[config.mk]
export PLATFORM = sky130hd
export DESIGN_NAME = psimd_fflags_ctrl
export DESIGN_NICKNAME = d
export VERILOG_FILES = /design/src/rtl/psimd_fflags_ctrl.sv
export SDC_FILE = /design/constraint.sdc
export NUM_CORES = 1
export LEC_CHECK = 0
export CORE_UTILIZATION = 49
export CTS_CLUSTER_DIAMETER = 80
export DETAILED_ROUTE_END_ITERATION = 10
export GPL_TIMING_DRIVEN = 0
export PLACE_DENSITY = 0.89
export SETUP_SLACK_MARGIN = 0.4
export SLEW_MARGIN = 20
export SYNTH_ARGS = -nofsm -noshare
export SYNTH_HDL_FRONTEND = slang
export SYNTH_SLANG_ARGS = --single-unit
[constraint.sdc]
create_clock -name clk -period 2.75 [get_ports clk]
set_input_delay 0.55 -clock clk [delete_from_list [all_inputs] [get_ports clk]]
set_output_delay 0.55 -clock clk [all_outputs]
set_load 0.01 [all_outputs]
[src/rtl/psimd_fflags_ctrl.sv]
`default_nettype none
// ============================================================================
// Module      : psimd_fflags_ctrl
// Description : Sticky floating-point exception-flag controller for the
//               4-lane PSIMD DLFloat datapath. Qualifies per-lane flags by
//               valid/ready and lane mask, accumulates them into a sticky
//               fflags register (NV,DZ,OF,UF,NX = [4:0]), raises a level
//               trap request for newly raised enabled flags, stalls the
//               datapath until the trap is acknowledged, and provides CSR
//               write/set/clear access plus per-flag saturating counters.
// Ports       : clk, rst (sync, active-high)
//               res_valid/res_ready     - result handshake
//               lane_mask + 5 flag buses - per-lane exception flags
//               csr_op/csr_wdata        - CSR access to fflags
//               trap_en                 - per-flag trap enable
//               fflags                  - sticky flags
//               trap_req/trap_cause/trap_lanes/trap_ack - trap interface
//               cnt_nv..cnt_nx/cnt_clr  - per-flag event counters
// Revision    : 1.0 - initial release
// ============================================================================
module psimd_fflags_ctrl #(
    parameter int LANES = 4,
    parameter int CNT_W = 8
) (
    input  logic             clk,
    input  logic             rst,
    input  logic             res_valid,
    output logic             res_ready,
    input  logic [LANES-1:0] lane_mask,
    input  logic [LANES-1:0] invalid,
    input  logic [LANES-1:0] div_by_zero,
    input  logic [LANES-1:0] overflow,
    input  logic [LANES-1:0] underflow,
    input  logic [LANES-1:0] inexact,
    input  logic [1:0]       csr_op,
    input  logic [4:0]       csr_wdata,
    input  logic [4:0]       trap_en,
    output logic [4:0]       fflags,
    output logic             trap_req,
    output logic [4:0]       trap_cause,
    output logic [LANES-1:0] trap_lanes,
    input  logic             trap_ack,
    output logic [CNT_W-1:0] cnt_nv,
    output logic [CNT_W-1:0] cnt_dz,
    output logic [CNT_W-1:0] cnt_of,
    output logic [CNT_W-1:0] cnt_uf,
    output logic [CNT_W-1:0] cnt_nx,
    input  logic             cnt_clr
);

    localparam logic [1:0] S_IDLE    = 2'd0;
    localparam logic [1:0] S_TRAP    = 2'd1;
    localparam logic [1:0] S_RECOVER = 2'd2;

    localparam logic [1:0] c_CSR_NONE  = 2'b00;
    localparam logic [1:0] c_CSR_WRITE = 2'b01;
    localparam logic [1:0] c_CSR_SET   = 2'b10;

    logic [1:0]       r_state;
    logic [1:0]       w_state_nxt;
    logic [4:0]       r_fflags;
    logic [4:0]       r_trap_cause;
    logic [LANES-1:0] r_trap_lanes;

    logic             w_acc;
    logic [LANES-1:0] w_bus [5];
    logic [4:0]       w_raw;
    logic [4:0]       w_csr_res;
    logic [4:0]       w_trap_bits;
    logic             w_new_trap;
    logic [LANES-1:0] w_lane_hit;

    // Results are only accepted while idle; a pending or recovering trap
    // back-pressures the datapath.
    assign res_ready = (r_state == S_IDLE);
    assign w_acc     = res_valid & res_ready;

    // Bus index matches the fflags bit position.
    assign w_bus[4] = invalid     & lane_mask;
    assign w_bus[3] = div_by_zero & lane_mask;
    assign w_bus[2] = overflow    & lane_mask;
    assign w_bus[1] = underflow   & lane_mask;
    assign w_bus[0] = inexact     & lane_mask;

    for (genvar k = 0; k < 5; k++) begin : g_raw
        assign w_raw[k] = w_acc & (|w_bus[k]);
    end

    always_comb begin
        w_csr_res = r_fflags;
        case (csr_op)
            c_CSR_NONE:  w_csr_res = r_fflags;
            c_CSR_WRITE: w_csr_res = csr_wdata;
            c_CSR_SET:   w_csr_res = r_fflags | csr_wdata;
            default:     w_csr_res = r_fflags & ~csr_wdata;
        endcase
    end

    // Only flags that are not already sticky may start a trap.
    assign w_trap_bits = w_raw & trap_en & ~r_fflags;
    assign w_new_trap  = |w_trap_bits;

    // Lanes contributing to any trap-enabled flag of this result.
    always_comb begin
        w_lane_hit = '0;
        for (int k = 0; k < 5; k++) begin
            if (trap_en[k]) begin
                w_lane_hit = w_lane_hit | w_bus[k];
            end
        end
    end

    always_comb begin
        w_state_nxt = r_state;
        case (r_state)
            S_IDLE:    if (w_new_trap) w_state_nxt = S_TRAP;
            S_TRAP:    if (trap_ack)   w_state_nxt = S_RECOVER;
            S_RECOVER: w_state_nxt = S_IDLE;
            default:   w_state_nxt = S_IDLE;
        endcase
    end

    always_ff @(posedge clk) begin
        if (rst) begin
            r_state      <= S_IDLE;
            r_fflags     <= '0;
            r_trap_cause <= '0;
            r_trap_lanes <= '0;
        end else begin
            r_state  <= w_state_nxt;
            // CSR result first, then new flags ORed on top so an exception
            // is never lost to a simultaneous clear or write.
            r_fflags <= w_csr_res | w_raw;
            if ((r_state == S_IDLE) && w_new_trap) begin
                r_trap_cause <= w_trap_bits;
                r_trap_lanes <= w_lane_hit;
            end
        end
    end

    for (genvar k = 0; k < 5; k++) begin : g_cnt
        logic [CNT_W-1:0] r_cnt;
        always_ff @(posedge clk) begin
            if (rst || cnt_clr) begin
                r_cnt <= '0;
            end else if (w_raw[k] && (r_cnt != {CNT_W{1'b1}})) begin
                r_cnt <= r_cnt + 1'b1;
            end
        end
    end

    assign cnt_nv = g_cnt[4].r_cnt;
    assign cnt_dz = g_cnt[3].r_cnt;
    assign cnt_of = g_cnt[2].r_cnt;
    assign cnt_uf = g_cnt[1].r_cnt;
    assign cnt_nx = g_cnt[0].r_cnt;

    assign fflags     = r_fflags;
    assign trap_req   = (r_state == S_TRAP);
    assign trap_cause = r_trap_cause;
    assign trap_lanes = r_trap_lanes;

endmodule
`default_nettype wire
==> summary.log, run 1 <==
[outcome] status finished, final reports clean
[floorplanning] CORE AREA 5507 µm²
[timing] tightest slew margin relative to the limit 60.97%
[drt] routed len/inst 15.07 µm
[place] PortBufs 95
[timing] final-report max-slew violation count 0
[clock_tree] cell at the root of the clock tree sky130_fd_sc_hd__clkbuf_8
[job] number of violations of the max-capacitance limit 0
[place] gpl congestion 0.8772
[critical_path] required time of the critical path 2.99 ns
[clock_tree] worst-case clock buffer depth 2
[clock_tree] Skew-Pair Late Insertion Delay 0.31 ns
[power_and_ir_drop] static leakage 1.376 nW
[grt] overall track demand over capacity in global routing 24.69%
[final_layout] number of nets in the finished design 469
[drt] Antenna Violating Nets Remaining 0
[worst_hold_path] type of the worst min-delay path flop to flop
[floorplanning] floorplan die width 77.45 µm
[synthesis] synthesized instance count 321
[drt] drt via density 5.518
[floorplanning] Cell Rows 27
[timing] final critical-path share of the clock period 82.29%
[grt] first-pass GRT wire length 11.81 mm
[final_layout] Ant. Diodes 0
[floorplanning] Die Y-Extent 77.45 µm
[synthesis] yosys synthesis warning count 0
[timing] Clock Skew 0.003506 ns
[synthesis] combined area of all synthesized cells 2789 µm²
[synthesis] asr flop ratio synth 0%
[timing] Hold WS 0.4772 ns
[critical_path] largest driver fanout on the critical path 7
[final_layout] Layout Utilization 71.42%
[synthesis] count of cell types in the netlist 47
[timing] Fmax achieved 441.9 MHz
[timing] Hold Violations, Final 0
[place] total half-perimeter wirelength after legalization and detailed placement 5.659 mm
[power_and_ir_drop] areal power density over the cells 427.4 nW/µm²
[critical_path] highest-delay cell along the critical path sky130_fd_sc_hd__clkdlybuf4s50_1
[grt] GRT overflow 0
[grt] antenna violations before repair 0
[floorplanning] initial core utilization 50.65%
[critical_path] slowest cell delay on critical path 0.46 ns
[critical_path] critical path cell sequence clkdlybuf4s50_1 > or3b_1 > clkbuf_2 > a2111o_1 > and3_1 > buf_2 > nand2_4 > mux2i_1
[synthesis] main area contributors after synthesis sky130_fd_sc_hd__dfxtp_1 (40%), sky130_fd_sc_hd__xnor2_1 (6.6%), sky130_fd_sc_hd__nor2_1 (5.9%), sky130_fd_sc_hd__xor2_1 (5.0%), sky130_fd_sc_hd__a21oi_1 (4.1%)
[synthesis] area share of the leading cell type in the synthesized netlist 40.20%
[synthesis] sequential element share of the synthesized area 40.20%
[timing] Final Setup Violations 0
[synthesis] number of nets produced by synthesis 367
[final_layout] area growth from synthesis to layout 41.00%
[floorplanning] I/O pin count 97
[critical_path] arrival time at the worst endpoint 2.50 ns
[synthesis] library cell occupying the most area in the post-synthesis netlist sky130_fd_sc_hd__dfxtp_1
[clock_tree] number of sinks driven by the clock tree 56
[power_and_ir_drop] post-route total power 1.681 mW
[drt] DR iter-0 viols 166
[grt] vias in the first global route 2529
[grt] maximum number of pins on one net before global-route repair 17
[clock_tree] number of buffers inserted during clock tree synthesis 5
[drt] DRC violation count after routing 0
[drt] via count 2737
[synthesis] most used flip-flop cell after synthesis sky130_fd_sc_hd__dfxtp_1
[critical_path] nature of the critical path startpoint input pin
[timing] time the final worst path needs with I/O delays and setup 2.263 ns
[critical_path] Setup crit end kind flop
[synthesis] cell with the most instances after synthesis sky130_fd_sc_hd__dfxtp_1
[synthesis] per-instance average area after synthesis 8.688 µm²
[synthesis] leading cell types by count after synthesis sky130_fd_sc_hd__dfxtp_1 (56), sky130_fd_sc_hd__nor2_1 (44), sky130_fd_sc_hd__a21oi_1 (23)
[critical_path] category of the critical setup timing path input pin to flop
[drt] Total Routed Length 7.474 mm
[synthesis] count of flip-flops with a built-in enable after synthesis 0
[power_and_ir_drop] worst voltage drop across the vdd grid 0.0003262 V
[timing] transition time at the pin with the least slew margin 0.5854 ns
[clock_tree] clock edge transition at the registers on the reported setup and hold paths 0.09 ns
[timing] setup repair after global routing missed its margin no
[synthesis] Seq cells post-synth 56
[final_layout] filler instances 441
[clock_tree] total number of H-tree levels 2
[clock_tree] clock tree from TritonCTS done
[floorplanning] overall die area 5998 µm²
[drt] 1st-pass router iterations 4
[final_layout] share of cells above drive strength 1 5.425%
==> kinds of logic after synthesis <==
kind of cell	synth area share, %
adder cells (fa/ha/maj)	2.243
multiplexers	2.154
AO/OA/AOI/OAI	14.40
buffers and inverters	3.230
XOR/XNOR	11.62
flip-flops	40.20
AND/OR/NAND/NOR	26.16
==> critical path: cells and delay by family <==
family / cells / cell delay (ns)
AO/OA/AOI/OAI: 1 / 0.32
buffers and inverters: 3 / 0.80
AND/OR/NAND/NOR: 3 / 0.64
multiplexers: 1 / 0.19
==> metal layers <==
metal	up-vias	wire [µm]	GRT usage, %
li1	1350	-	-
met1	1266	3105	28.99
met2	104	3606	41.95
met3	17	596	6.353
met4	0	166	11.32
met5	-	0	0
==> report_power, final <==
group          switching [mW]  total (mW)  internal [mW]
Clock                   0.260       0.465          0.205
Sequential             0.0223       0.861          0.839
Combinational           0.175       0.355          0.179
Total                   0.457        1.68           1.22
==> placed cells by master (no fill, tap or decap), types with 3 or more instances in the layout <==
cell type	synthesis	final
sky130_fd_sc_hd__clkdlybuf4s50_1	0	95
sky130_fd_sc_hd__dfxtp_1	56	56
sky130_fd_sc_hd__nor2_1	44	44
sky130_fd_sc_hd__a21oi_1	23	23
sky130_fd_sc_hd__nand3_1	21	21
sky130_fd_sc_hd__xnor2_1	21	21
sky130_fd_sc_hd__nand2_1	16	16
sky130_fd_sc_hd__xor2_1	16	16
sky130_fd_sc_hd__nand4_1	10	10
sky130_fd_sc_hd__a22oi_1	10	10
sky130_fd_sc_hd__clkbuf_1	8	9
sky130_fd_sc_hd__inv_1	9	9
sky130_fd_sc_hd__nor3_1	8	8
sky130_fd_sc_hd__mux2i_1	6	6
sky130_fd_sc_hd__clkbuf_8	0	6
sky130_fd_sc_hd__o21ai_0	5	5
sky130_fd_sc_hd__and3_1	5	5
sky130_fd_sc_hd__nand2b_1	5	5
sky130_fd_sc_hd__ha_1	5	5
sky130_fd_sc_hd__a22o_1	4	4
sky130_fd_sc_hd__a222oi_1	4	4
sky130_fd_sc_hd__nand3b_1	4	4
sky130_fd_sc_hd__and4_1	4	4
sky130_fd_sc_hd__or3_1	3	3
sky130_fd_sc_hd__nor4_1	3	3
==> state kept, by name, summed over array words and instances (netlist names) <==
register,flops
fflags,5
cnt_nx,8
cnt_of,8
cnt_nv,8
trap_cause,5
trap_lanes,4
cnt_uf,8
r_state,2
cnt_dz,8
==> through the flow <==
stage | instances | instance area, µm² | setup TNS [ns] | setup slack, ns
finish | 496 | 3933 | 0 | 0.4870
global route | 496 | 3933 | 0 | 0.3679
CTS | 496 | 3929 | 0 | 0.4385
detailed placement | 488 | 3830 | -0.007840 | -0.007840
global placement | 488 | 3830 | 0 | 0.02436
floorplan | 321 | 2789 | 0 | 0.7942
==> path summary, 6_finish.rpt <==
path	from	endpoint	slack [ns]	cells after the start
max	res_valid	trap_lanes[2]$_SDFFE_PP0P_	0.49	8
min	trap_cause[4]$_SDFFE_PP0P_	trap_cause[4]$_SDFFE_PP0P_	0.48	2
max reg2reg	r_state[1]$_SDFFE_PP0P_	trap_lanes[2]$_SDFFE_PP0P_	0.82	7
min reg2reg	trap_cause[4]$_SDFFE_PP0P_	trap_cause[4]$_SDFFE_PP0P_	0.48	2
==> cell type report <==
cell class | count | area, µm² | area share, %
clock inverter | 1 | 7.507 | 0.1909
tap | 72 | 90.09 | 2.291
sequential | 56 | 1121 | 28.51
multi-input combinational | 244 | 1587 | 40.34
clock buffer | 7 | 86.33 | 2.195
inverter | 9 | 33.78 | 0.8591
timing repair buffer | 95 | 950.9 | 24.18
buffer | 12 | 56.30 | 1.432
==> timing repair <==
action	CTS	global route
buffers inserted	0	0
hold buffers	0	0
endpoints found under the setup margin	14	9
gates resized for setup	1	1
No activity file was read; power rests on OpenSTA's default activity.
==> run 2, diff against run 1 <==
CORE_UTILIZATION = 45   (was 49)
PLACE_DENSITY = 0.83   (was 0.89)
clock period = 2.1 ns   (was 2.75 ns; I/O delays follow)
==> summary.log, run 2 (synthesis gave the netlist of run 1 again) <==
[outcome] status finished, final reports clean [unchanged]
[drt] drt via density 5.771 [was 5.518]
[timing] tightest slew margin relative to the limit 63.23% [was 60.97%]
[critical_path] flop2flop setup slack 0.16 ns [was 0.82 ns]
[critical_path] Setup crit end kind flop [unchanged]
[timing] final critical-path share of the clock period 92.61%
[power_and_ir_drop] Internal Pwr Total 1.886 mW [was 1.224 mW]
[critical_path] critical path cell sequence or3b_1 > clkbuf_8 > a221o_1 > buf_6 > nor3_4 > xnor2_2 > nor2_1 [was clkdlybuf4s50_1 > or3b_1 > clkbuf_2 > a2111o_1 > and3_1 > buf_2 > nand2_4 > mux2i_1]
[grt] first-pass GRT wire length 12.51 mm [was 11.81 mm]
[critical_path] cell family contributing the most delay on the critical path simple AND/OR/NAND/NOR gates [was buffers and inverters]
[power_and_ir_drop] Combinational Power Share 24.5% [was 21.1%]
[floorplanning] initial core utilization 46.83% [was 50.65%]
[drt] Total Routed Length 9.368 mm [was 7.474 mm]
[clock_tree] cell at the root of the clock tree sky130_fd_sc_hd__clkbuf_8 [unchanged]
[clock_tree] clock tree from TritonCTS done [unchanged]
[timing] Fmax achieved 514.2 MHz
[critical_path] CP Buf/Inv Count 2 [was 3]
[clock_tree] number of buffers inserted during clock tree synthesis 5 [unchanged]
[floorplanning] Cell Rows 28 [was 27]
[timing] Final Setup Violations 0 [unchanged]
[timing] time the final worst path needs with I/O delays and setup 1.945 ns
[clock_tree] CTS Hold Buffers Added 0 [unchanged]
[timing] setup repair after global routing missed its margin yes [was no]
[power_and_ir_drop] Clock Power Share 31.6% [was 27.7%]
[place] PortBufs 95 [unchanged]
[drt] via count 2995 [was 2737]
[power_and_ir_drop] switching power 694.9 µW [was 457.3 µW]
[floorplanning] Die Y-Extent 80.73 µm [was 77.45 µm]
[floorplanning] floorplan die width 80.73 µm [was 77.45 µm]
[power_and_ir_drop] power share of the sequential group 44.0% [was 51.2%]
[clock_tree] number of sinks driven by the clock tree 56 [unchanged]
[clock_tree] clock edge transition at the registers on the reported setup and hold paths 0.10 ns [was 0.09 ns]
[final_layout] area growth from synthesis to layout 61.28% [was 41.00%]
[place] gpl congestion 0.8915 [was 0.8772]
[grt] overall track demand over capacity in global routing 25.41% [was 24.69%]
[power_and_ir_drop] worst voltage drop across the vdd grid 0.0004300 V [was 0.0003262 V]
[clock_tree] worst-case clock buffer depth 2 [unchanged]
[floorplanning] CORE AREA 5956 µm² [was 5507 µm²]
[timing] final-report max-slew violation count 0 [unchanged]
[grt] antenna violations before repair 0 [unchanged]
[drt] routed len/inst 18.05 µm [was 15.07 µm]
[timing] Clock Skew 0.005787 ns [was 0.003506 ns]
[final_layout] commonest cells after routing, fill and taps aside sky130_fd_sc_hd__clkdlybuf4s50_1 (70), sky130_fd_sc_hd__nor2_1 (42), sky130_fd_sc_hd__dfxtp_2 (34) [was sky130_fd_sc_hd__clkdlybuf4s50_1 (95), sky130_fd_sc_hd__dfxtp_1 (56), sky130_fd_sc_hd__nor2_1 (44)]
[critical_path] slowest cell delay on critical path 0.38 ns [was 0.46 ns]
[critical_path] category of the critical setup timing path flop to flop [was input pin to flop]
[power_and_ir_drop] areal power density over the cells 573.7 nW/µm² [was 427.4 nW/µm²]
[timing] transition time at the pin with the least slew margin 0.5516 ns [was 0.5854 ns]
[drt] DRC violation count after routing 0 [unchanged]
[floorplanning] overall die area 6517 µm² [was 5998 µm²]
[drt] 1st-pass router iterations 7 [was 4]
[critical_path] arrival time at the worst endpoint 2.13 ns [was 2.50 ns]
[power_and_ir_drop] Switching Fraction 26.93% [was 27.21%]
[clock_tree] Skew-Pair Late Insertion Delay 0.31 ns [about the same]
[clock_tree] total number of H-tree levels 2 [unchanged]
[job] number of violations of the max-capacitance limit 0 [unchanged]
[power_and_ir_drop] static leakage 1.905 nW [was 1.376 nW]
[critical_path] required time of the critical path 2.29 ns [was 2.99 ns]
[critical_path] largest driver fanout on the critical path 5 [was 7]
[worst_hold_path] type of the worst min-delay path flop to flop [unchanged]
[final_layout] commonest non-fill, non-tap cell in the layout sky130_fd_sc_hd__clkdlybuf4s50_1 [unchanged]
[grt] vias in the first global route 2656 [was 2529]
[final_layout] share of cells above drive strength 1 24.32% [was 5.425%]
[final_layout] Ant. Diodes 0 [unchanged]
[place] total half-perimeter wirelength after legalization and detailed placement 5.637 mm [was 5.659 mm]
[critical_path] highest-delay cell along the critical path sky130_fd_sc_hd__or3b_1 [was sky130_fd_sc_hd__clkdlybuf4s50_1]
[grt] GRT overflow 0 [unchanged]
[final_layout] Layout Utilization 75.53% [was 71.42%]
[critical_path] nature of the critical path startpoint flop [was input pin]
[floorplanning] I/O pin count 97 [unchanged]
[grt] maximum number of pins on one net before global-route repair 17 [unchanged]
[timing] Hold WS 0.4750 ns [was 0.4772 ns]
[drt] DR iter-0 viols 194 [was 166]
[final_layout] number of nets in the finished design 490 [was 469]
[timing] Hold Violations, Final 0 [unchanged]
[drt] Antenna Violating Nets Remaining 0 [unchanged]
## run 2: power by group through the flow
stage / Clock, mW / Combinational [mW] / Sequential (mW)
6_report: 0.814 / 0.632 / 1.13
4_1_cts: 0.825 / 0.548 / 1.13
3_5_place_dp: 0 / 0.465 / 1.15
2_1_floorplan: 0 / 0.224 / 1.16
5_1_grt: 0.860 / 0.667 / 1.14
3_3_place_gp: 0 / 0.457 / 1.15
## run 2: repair_timing
action	in CTS	in global routing
gates resized for setup	54	58
gates cloned	2	3
pin swaps	5	12
endpoints found under the setup margin	74	78
setup buffers	9	7
## run 2: final timing paths
kind	from	endpoint	cells past startpoint
setup / recovery	r_state[0]$_SDFFE_PP0P_	cnt_dz[5]$_SDFFE_PP0P_	7
hold / removal	trap_cause[2]$_SDFFE_PP0P_	trap_cause[2]$_SDFFE_PP0P_	2
setup reg to reg	r_state[0]$_SDFFE_PP0P_	cnt_dz[5]$_SDFFE_PP0P_	7
hold reg to reg	trap_cause[2]$_SDFFE_PP0P_	trap_cause[2]$_SDFFE_PP0P_	2
## run 2: worst reg2reg max path, delay by kind of cell (launching register included)
kind                      cells  cell delay, ns
and+or+nand+nor               3            0.66
buffers and inverters         2            0.33
xor gates and xnor gates      1            0.16
AOI/OAI and AO/OA             1            0.32
DFF                           1            0.35
## run 2: routing by layer
metal	global-route usage (%)	up-vias	routed length, µm
met5	0	-	0
met4	13.21	0	179
met3	4.432	17	707
met2	45.34	144	4765
met1	28.77	1431	3716
li1	-	1403	-
## run 2: area by class of cell
| type | count | area [µm²] |
|---|---|---|
| Clock buffer | 5 | 68.82 |
| Timing Repair Buffer | 113 | 1141 |
| Tap cell | 75 | 93.84 |
| Inverter | 9 | 33.78 |
| Fill cell | 421 | 1458 |
| Clock inverter | 2 | 60.06 |
| Sequential cell | 56 | 1167 |
| Multi-Input combinational cell | 247 | 1856 |
| Buffer | 12 | 77.57 |
## run 2: per-stage QoR
step	cells	setup TNS (ns)	area, µm²	setup slack [ns]	total power [mW]
after floorplan	321	0	2823	0.2953	1.388
after global placement	491	-13.60	3867	-0.4838	1.609
after detailed placement	491	-16.19	3867	-0.5888	1.618
after CTS	509	0	4218	0.1847	2.503
after global routing	519	0	4498	0.1367	2.666
final	519	0	4498	0.1552	2.581
